<file path="src/rtl/mips_ctrl_pkg.sv">
// Shared encodings for the multi-cycle MIPS control path: FSM states, opcodes,
// ALU/mux selects and the bundled control-output struct.
package mips_ctrl_pkg;

    localparam logic [3:0] S_IDLE      = 4'd0;
    localparam logic [3:0] S_FETCH     = 4'd1;
    localparam logic [3:0] S_DECODE    = 4'd2;
    localparam logic [3:0] S_MEMADDR   = 4'd3;
    localparam logic [3:0] S_MEMREAD   = 4'd4;
    localparam logic [3:0] S_MEMWB     = 4'd5;
    localparam logic [3:0] S_MEMWRITE  = 4'd6;
    localparam logic [3:0] S_EXECUTE   = 4'd7;
    localparam logic [3:0] S_RCOMPLETE = 4'd8;
    localparam logic [3:0] S_BRANCH    = 4'd9;
    localparam logic [3:0] S_JUMP      = 4'd10;
    localparam logic [3:0] S_ADDI_EXEC = 4'd11;
    localparam logic [3:0] S_ADDI_WB   = 4'd12;

    localparam logic [5:0] OP_RTYPE = 6'b000000;
    localparam logic [5:0] OP_LW    = 6'b100011;
    localparam logic [5:0] OP_SW    = 6'b101011;
    localparam logic [5:0] OP_BEQ   = 6'b000100;
    localparam logic [5:0] OP_J     = 6'b000010;
    localparam logic [5:0] OP_ADDI  = 6'b001000;

    localparam logic [1:0] ALU_ADD   = 2'b00;
    localparam logic [1:0] ALU_SUB   = 2'b01;
    localparam logic [1:0] ALU_FUNCT = 2'b10;

    localparam logic [1:0] SRCB_B       = 2'b00;
    localparam logic [1:0] SRCB_FOUR    = 2'b01;
    localparam logic [1:0] SRCB_IMM     = 2'b10;
    localparam logic [1:0] SRCB_IMM_SH2 = 2'b11;

    localparam logic [1:0] PCSRC_ALU    = 2'b00;
    localparam logic [1:0] PCSRC_ALUOUT = 2'b01;
    localparam logic [1:0] PCSRC_JUMP   = 2'b10;

    typedef struct packed {
        logic       pc_write;
        logic       pc_write_cond;
        logic       ior_d;
        logic       mem_read;
        logic       mem_write;
        logic       mem_to_reg;
        logic       ir_write;
        logic       alu_src_a;
        logic       reg_write;
        logic       reg_dst;
        logic [1:0] pc_source;
        logic [1:0] alu_op;
        logic [1:0] alu_src_b;
        logic       illegal_op;
    } ctrl_t;

    function automatic logic is_supported(input logic [5:0] op);
        return (op == OP_RTYPE) || (op == OP_LW) || (op == OP_SW) ||
               (op == OP_BEQ) || (op == OP_J) || (op == OP_ADDI);
    endfunction

endpackage

</file>
<file path="src/rtl/control_out_decode.sv">
// Combinational control-output decode: current state plus mem_ready (Mealy
// fetch writes) and opcode (illegal flag in DECODE) to the datapath controls.
module control_out_decode
    import mips_ctrl_pkg::*;
(
    input  logic [3:0] state,
    input  logic       mem_ready,
    input  logic [5:0] opcode,
    output ctrl_t      ctrl
);

    always_comb begin
        ctrl = '0;
        case (state)
            S_FETCH: begin
                ctrl.mem_read  = 1'b1;
                ctrl.ior_d     = 1'b0;
                ctrl.alu_src_a = 1'b0;
                ctrl.alu_src_b = SRCB_FOUR;
                ctrl.alu_op    = ALU_ADD;
                ctrl.pc_source = PCSRC_ALU;
                // IR and PC only capture in the cycle memory delivers the word.
                ctrl.ir_write  = mem_ready;
                ctrl.pc_write  = mem_ready;
            end
            S_DECODE: begin
                ctrl.alu_src_a  = 1'b0;
                ctrl.alu_src_b  = SRCB_IMM_SH2;
                ctrl.alu_op     = ALU_ADD;
                ctrl.illegal_op = !is_supported(opcode);
            end
            S_MEMADDR: begin
                ctrl.alu_src_a = 1'b1;
                ctrl.alu_src_b = SRCB_IMM;
                ctrl.alu_op    = ALU_ADD;
            end
            S_MEMREAD: begin
                ctrl.mem_read = 1'b1;
                ctrl.ior_d    = 1'b1;
            end
            S_MEMWB: begin
                ctrl.reg_write  = 1'b1;
                ctrl.mem_to_reg = 1'b1;
                ctrl.reg_dst    = 1'b0;
            end
            S_MEMWRITE: begin
                ctrl.mem_write = 1'b1;
                ctrl.ior_d     = 1'b1;
            end
            S_EXECUTE: begin
                ctrl.alu_src_a = 1'b1;
                ctrl.alu_src_b = SRCB_B;
                ctrl.alu_op    = ALU_FUNCT;
            end
            S_RCOMPLETE: begin
                ctrl.reg_write  = 1'b1;
                ctrl.reg_dst    = 1'b1;
                ctrl.mem_to_reg = 1'b0;
            end
            S_BRANCH: begin
                ctrl.alu_src_a     = 1'b1;
                ctrl.alu_src_b     = SRCB_B;
                ctrl.alu_op        = ALU_SUB;
                ctrl.pc_write_cond = 1'b1;
                ctrl.pc_source     = PCSRC_ALUOUT;
            end
            S_JUMP: begin
                ctrl.pc_write  = 1'b1;
                ctrl.pc_source = PCSRC_JUMP;
            end
            S_ADDI_EXEC: begin
                ctrl.alu_src_a = 1'b1;
                ctrl.alu_src_b = SRCB_IMM;
                ctrl.alu_op    = ALU_ADD;
            end
            S_ADDI_WB: begin
                ctrl.reg_write  = 1'b1;
                ctrl.reg_dst    = 1'b0;
                ctrl.mem_to_reg = 1'b0;
            end
            default: ctrl = '0;
        endcase
    end

endmodule

</file>
<file path="src/rtl/multicycle_control.sv">
// Multi-cycle MIPS control FSM: owns the state register and next-state logic,
// delegates per-state control outputs to control_out_decode.
module multicycle_control
    import mips_ctrl_pkg::*;
(
    input  logic       clk,
    input  logic       rst,
    input  logic [5:0] opcode,
    input  logic       mem_ready,
    output logic       pc_write,
    output logic       pc_write_cond,
    output logic       ior_d,
    output logic       mem_read,
    output logic       mem_write,
    output logic       mem_to_reg,
    output logic       ir_write,
    output logic       alu_src_a,
    output logic       reg_write,
    output logic       reg_dst,
    output logic [1:0] pc_source,
    output logic [1:0] alu_op,
    output logic [1:0] alu_src_b,
    output logic       illegal_op,
    output logic [3:0] state
);

    // Memory handshake: an access is in flight for as long as the FSM sits in
    // FETCH, MEMREAD or MEMWRITE; it completes on the rising edge where
    // mem_ready=1 is sampled in that state. No other state looks at mem_ready.

    logic [3:0] state_q;
    logic [3:0] state_d;
    logic       started_q;
    ctrl_t      ctrl;

    // IDLE is held for the first edge after reset release, so FETCH starts on
    // the second edge; afterwards IDLE always advances on the next edge.
    always_ff @(posedge clk or negedge rst) begin
        if (!rst) begin
            state_q   <= S_IDLE;
            started_q <= 1'b0;
        end else begin
            state_q   <= state_d;
            started_q <= 1'b1;
        end
    end

    always_comb begin
        state_d = state_q;
        case (state_q)
            S_IDLE:     state_d = started_q ? S_FETCH : S_IDLE;
            S_FETCH:    state_d = mem_ready ? S_DECODE : S_FETCH;
            S_DECODE: begin
                case (opcode)
                    OP_LW, OP_SW: state_d = S_MEMADDR;
                    OP_RTYPE:     state_d = S_EXECUTE;
                    OP_BEQ:       state_d = S_BRANCH;
                    OP_J:         state_d = S_JUMP;
                    OP_ADDI:      state_d = S_ADDI_EXEC;
                    default:      state_d = S_FETCH;
                endcase
            end
            S_MEMADDR: begin
                if (opcode == OP_LW)      state_d = S_MEMREAD;
                else if (opcode == OP_SW) state_d = S_MEMWRITE;
                else                      state_d = S_FETCH;
            end
            S_MEMREAD:   state_d = mem_ready ? S_MEMWB : S_MEMREAD;
            S_MEMWB:     state_d = S_FETCH;
            S_MEMWRITE:  state_d = mem_ready ? S_FETCH : S_MEMWRITE;
            S_EXECUTE:   state_d = S_RCOMPLETE;
            S_RCOMPLETE: state_d = S_FETCH;
            S_BRANCH:    state_d = S_FETCH;
            S_JUMP:      state_d = S_FETCH;
            S_ADDI_EXEC: state_d = S_ADDI_WB;
            S_ADDI_WB:   state_d = S_FETCH;
            default:     state_d = S_IDLE;
        endcase
    end

    control_out_decode u_decode (
        .state     (state_q),
        .mem_ready (mem_ready),
        .opcode    (opcode),
        .ctrl      (ctrl)
    );

    assign pc_write      = ctrl.pc_write;
    assign pc_write_cond = ctrl.pc_write_cond;
    assign ior_d         = ctrl.ior_d;
    assign mem_read      = ctrl.mem_read;
    assign mem_write     = ctrl.mem_write;
    assign mem_to_reg    = ctrl.mem_to_reg;
    assign ir_write      = ctrl.ir_write;
    assign alu_src_a     = ctrl.alu_src_a;
    assign reg_write     = ctrl.reg_write;
    assign reg_dst       = ctrl.reg_dst;
    assign pc_source     = ctrl.pc_source;
    assign alu_op        = ctrl.alu_op;
    assign alu_src_b     = ctrl.alu_src_b;
    assign illegal_op    = ctrl.illegal_op;
    assign state         = state_q;

endmodule

</file>
<file path="config.mk">
export PLATFORM = sky130hd
export DESIGN_NAME = multicycle_control
export DESIGN_NICKNAME = d
export VERILOG_FILES = /design/src/rtl/mips_ctrl_pkg.sv /design/src/rtl/control_out_decode.sv /design/src/rtl/multicycle_control.sv
export SDC_FILE = /design/constraint.sdc
export NUM_CORES = 1
export LEC_CHECK = 0
export ABC_AREA = 1
export CAP_MARGIN = 25
export CORE_MARGIN = 3
export CORE_UTILIZATION = 39
export CTS_BUF_LIST = sky130_fd_sc_hd__clkbuf_16
export CTS_CLUSTER_DIAMETER = 30
export DETAILED_ROUTE_END_ITERATION = 10
export GPL_ROUTABILITY_DRIVEN = 0
export HOLD_SLACK_MARGIN = 0.12
export PLACE_DENSITY = 0.92
export RECOVER_POWER = 50
export SLEW_MARGIN = 20
export SYNTH_ARGS = -nofsm -noshare
export SYNTH_HDL_FRONTEND = slang
export SYNTH_SLANG_ARGS = --single-unit
</file>
<file path="constraint.sdc">
create_clock -name clk -period 2 [get_ports clk]
set_input_delay 0.6 -clock clk [delete_from_list [all_inputs] [get_ports clk]]
set_output_delay 0.6 -clock clk [all_outputs]
set_load 0.05 [all_outputs]
</file>
==> results of run 1 <==
cells by family after synthesis:
group                  Yosys count
AOI/OAI and AO/OA                4
and+or+nand+nor                 69
buffers and inverters           16
other                            1
DFF                              5
metrics by stage:
stage / utilization / setup TNS, ps / instances
detailed placement: 0.916 / -531 / 145
global placement: 0.916 / -399 / 145
floorplan: - / -298 / 95
==> out/qor.csv, run 1 <==
metric,value,unit
failing_step,clock tree synthesis (4_1_cts),
status,did not finish,
h-tree-depth,1,
synth_most_common_cell,nor2_1,
yosys-mux-area-fraction,0,
boundaryPins,30,
ys_top_cells_by_count,"nor2_1 (23), nand2_1 (22), inv_1 (11)",
yosys.area_share.simple,0.596,
synth-async-reset-ratio,1.00,
yosysUniqueCellTypes,15,
die_width,42.8,um
cts_num_sinks,5,
synth_top_family_by_area,simple AND/OR/NAND/NOR gates,
syn_area,527,um2
synth-edff-count,0,
error,"[ERROR DPL-0038] Utilization greater than 100%, impossible to legalize",
cts-root-buf,clkbuf_16,
numCtsBuffers,3,
pre_cts_slack,-448,ps
detailed_place_hpwl,1870,um
synthTopCellsByArea,"dfrtp_1 (24%), nor2_1 (16%), nand2_1 (16%)",
hold_buffers,0,
cts.repair.resized,42,
postSynthAreaPerCell,5.54,um2
synth-seq-area-share,0.238,
synthCells,95,
cts.path.max_buffers,2,
synth_compound_area_frac,0.0380,
yosysWarnings,0,
ys_ff_latch,5,
floorplan.initialDensity,0.444,
syn_nets,104,
synth-xor-area-share,0,
die_h,42.8,um
placed_cell_area,1090,um2
ys.flop_type,dfrtp_1,
row_count,12,
cts_setup_buffers,10,
synth_top_area_cell,dfrtp_1,
synth_top_area_frac,0.238,
synthAdderAreaFrac,0,
portBuffers,29,
==> run 2: changes to the inputs <==
--- a/config.mk
+++ b/config.mk
@@ -7,14 +7,11 @@
 export LEC_CHECK = 0
 export ABC_AREA = 1
 export CAP_MARGIN = 25
-export CORE_MARGIN = 3
-export CORE_UTILIZATION = 39
-export CTS_BUF_LIST = sky130_fd_sc_hd__clkbuf_16
-export CTS_CLUSTER_DIAMETER = 30
+export CORE_AREA = 3 3 64 66
 export DETAILED_ROUTE_END_ITERATION = 10
+export DIE_AREA = 0 0 67 69
 export GPL_ROUTABILITY_DRIVEN = 0
-export HOLD_SLACK_MARGIN = 0.12
-export PLACE_DENSITY = 0.92
+export PLACE_DENSITY_LB_ADDON = 0.15
 export RECOVER_POWER = 50
 export SLEW_MARGIN = 20
 export SYNTH_ARGS = -nofsm -noshare
==> run 2 against run 1 <==
  * The flow now finishes, with violations (negative setup slack)
  * Synthesized cell count is the same
  * Synthesized area did not move
==> out/qor.csv, run 2 <==
metric,value,unit
status,"complete, but fails checks",
power.density,1010,nW/um2
path_max_fanout,4,
synth-xor-area-share,0,
cp_common_cell,nor2_4,
maxCapViolCount,0,
die_h,69,um
holdCritPathClass,register to register,
finalHoldViolCount,0,
synth_top_family_by_area,simple AND/OR/NAND/NOR gates,
slew_viol_final,0,
synth-async-reset-ratio,1.00,
setup_ws,-21.0,ps
synth_most_common_cell,nor2_1,
yosys-mux-area-fraction,0,
placed_cell_area,1150,um2
fillCellCount,391,
floorplan.initialDensity,0.145,
skew,1.81,ps
crit_chain,"clkdlybuf4s15_2, nor2_4, and2_4, nand2_2, nand3_2, nor2_4, buf_12",
postSynthAreaPerCell,5.54,um2
tritoncts,built,
vdd_drop_max,0.282,mV
final_area,1310,um2
row_count,22,
violations,negative setup slack,
worstPathRequired,1400,ps
crit_buf_inv,2,
utilization,0.360,
synth_compound_area_frac,0.0380,
cp-start-kind,input port,
clock_latency,210,ps
setup_viol_count_final,1,
worstSetupPathType,input port to output pin,
grtUsageTotal,0.0908,
dr.pass1.iters,4,
portBuffers,29,
h-tree-depth,1,
layout_common_cells,"buf_4 (23), nand2_1 (17), buf_12 (17)",
cts.path.max_buffers,2,
drt-total-wl,1990,um
overflow,0,
ant_nets,0,
synthAdderAreaFrac,0,
largest_reg_flops,4,
leakage,0.000616,uW
avgViaCountPerCell,4.02,
ys_ff_latch,5,
n_antenna_cell,0,
core_area,3630,um2
numCtsBuffers,3,
synthTopCellsByArea,"dfrtp_1 (24%), nor2_1 (16%), nand2_1 (16%)",
cts_num_sinks,5,
cp.arrival,1420,ps
cts.clk_slew.worst_paths,30,ps
synth_top_area_cell,dfrtp_1,
max_stage_delay,210,ps
seqCellArea,130,um2
fmax,0.495,GHz
syn_nets,104,
multi_input_area,435,um2
fin_nets,156,
detailed_place_hpwl,1680,um
layout-drive-gt1-share,0.610,
synthCells,95,
rsz0062_at_grt,true,
antenna_found_initial,0,
syn_area,527,um2
first_global_vias,758,
die_area,4620,um2
yosys.area_share.simple,0.596,
dr_total_vias,779,
rrSetupSlack,690,ps
ys_top_cells_by_count,"nor2_1 (23), nand2_1 (22), inv_1 (11)",
yosysWarnings,0,
critPathCaptureType,output pin,
grt_pass1_wl,3360,um
drtIter0Drc,27,
synth-seq-area-share,0.238,
synth-edff-count,0,
areaGrowthSynthToFinish,148,%
yosysUniqueCellTypes,15,
cts-root-buf,clkbuf_8,
cpMaxStageDelayCell,clkdlybuf4s15_2,
final_common_cell,buf_4,
crit_family,simple AND/OR/NAND/NOR gates,
fin_crit_sh,1.01,
drc,0,
die_width,67,um
boundaryPins,30,
synth_top_area_frac,0.238,
fin_crit,2020,ps
grt_max_degree,9,
ys.flop_type,dfrtp_1,
wl_per_cell,10.2,um
run 2: cell counts after synthesis:
No cell type changed its count.
run 2: cells by family after synthesis:
| family | Yosys count |
|---|---|
| AOI/OAI and AO/OA | 4 |
| buffers and inverters | 16 |
| DFF | 5 |
| other | 1 |
| and+or+nand+nor | 69 |
run 2: where the power goes:
group	switching (uW)	internal [uW]	total [uW]
clock	41.6	136	178
sequential	41.3	126	167
combinational	574	403	977
run 2: final timing paths:
check / start / end / cells after the start
max in group asynchronous: rst / state[0] / 1
min in group asynchronous: rst / state[3] / 1
max reg2reg: state[2] / state[0] / 8
max: opcode[5] / illegal_op / 7
min: started_q / state[0] / 4
min reg2reg: started_q / state[0] / 4
run 2: per-layer routing:
layer  global-route usage  vias to the layer above  routed length, um
li1                     -                      400                  -
met1                0.110                      346                849
met2                0.154                       29                973
met3               0.0212                        4                123
met4               0.0293                        0                 40
met5                    0                        -                  0
run 2: cell type report:
| class | instances | share of cell area |
|---|---|---|
| clock buffers | 4 | 0.0344 |
| well taps | 48 | 0.0459 |
| flip-flops and latches | 5 | 0.0995 |
| inverters | 15 | 0.0431 |
| repair buffers | 48 | 0.444 |
| multi-input cells | 74 | 0.333 |
run 2: metrics by stage:
stage / cells / TNS, ps / hold slack (ps) / total power, uW / setup slack [ps]
detailed placement: 182 / -486 / 604 / 1110 / -400
finish: 194 / -21.0 / 601 / 1320 / -21.0
global route: 194 / -319 / 682 / 1400 / -74.5
floorplan: 95 / -298 / 304 / 686 / -91.7
CTS: 188 / -19.8 / 609 / 1310 / -19.8
global placement: 182 / -496 / 612 / 1110 / -390
run 2: timing repair:
action	in CTS	in global routing
pin swaps	9	10
setup buffers	2	6
endpoints found under the setup margin	6	8
gates resized for setup	33	7
hold buffers	0	0
endpoints found under the hold margin	0	0
run 2: worst min-delay path, stage by stage, from the launching register on:
cell	delay, ps
dfrtp_1	310
nand3_1	70
o21ai_0	80
nor2_1	50
nand3_1	60
No activity file was read; power rests on OpenSTA's default activity.
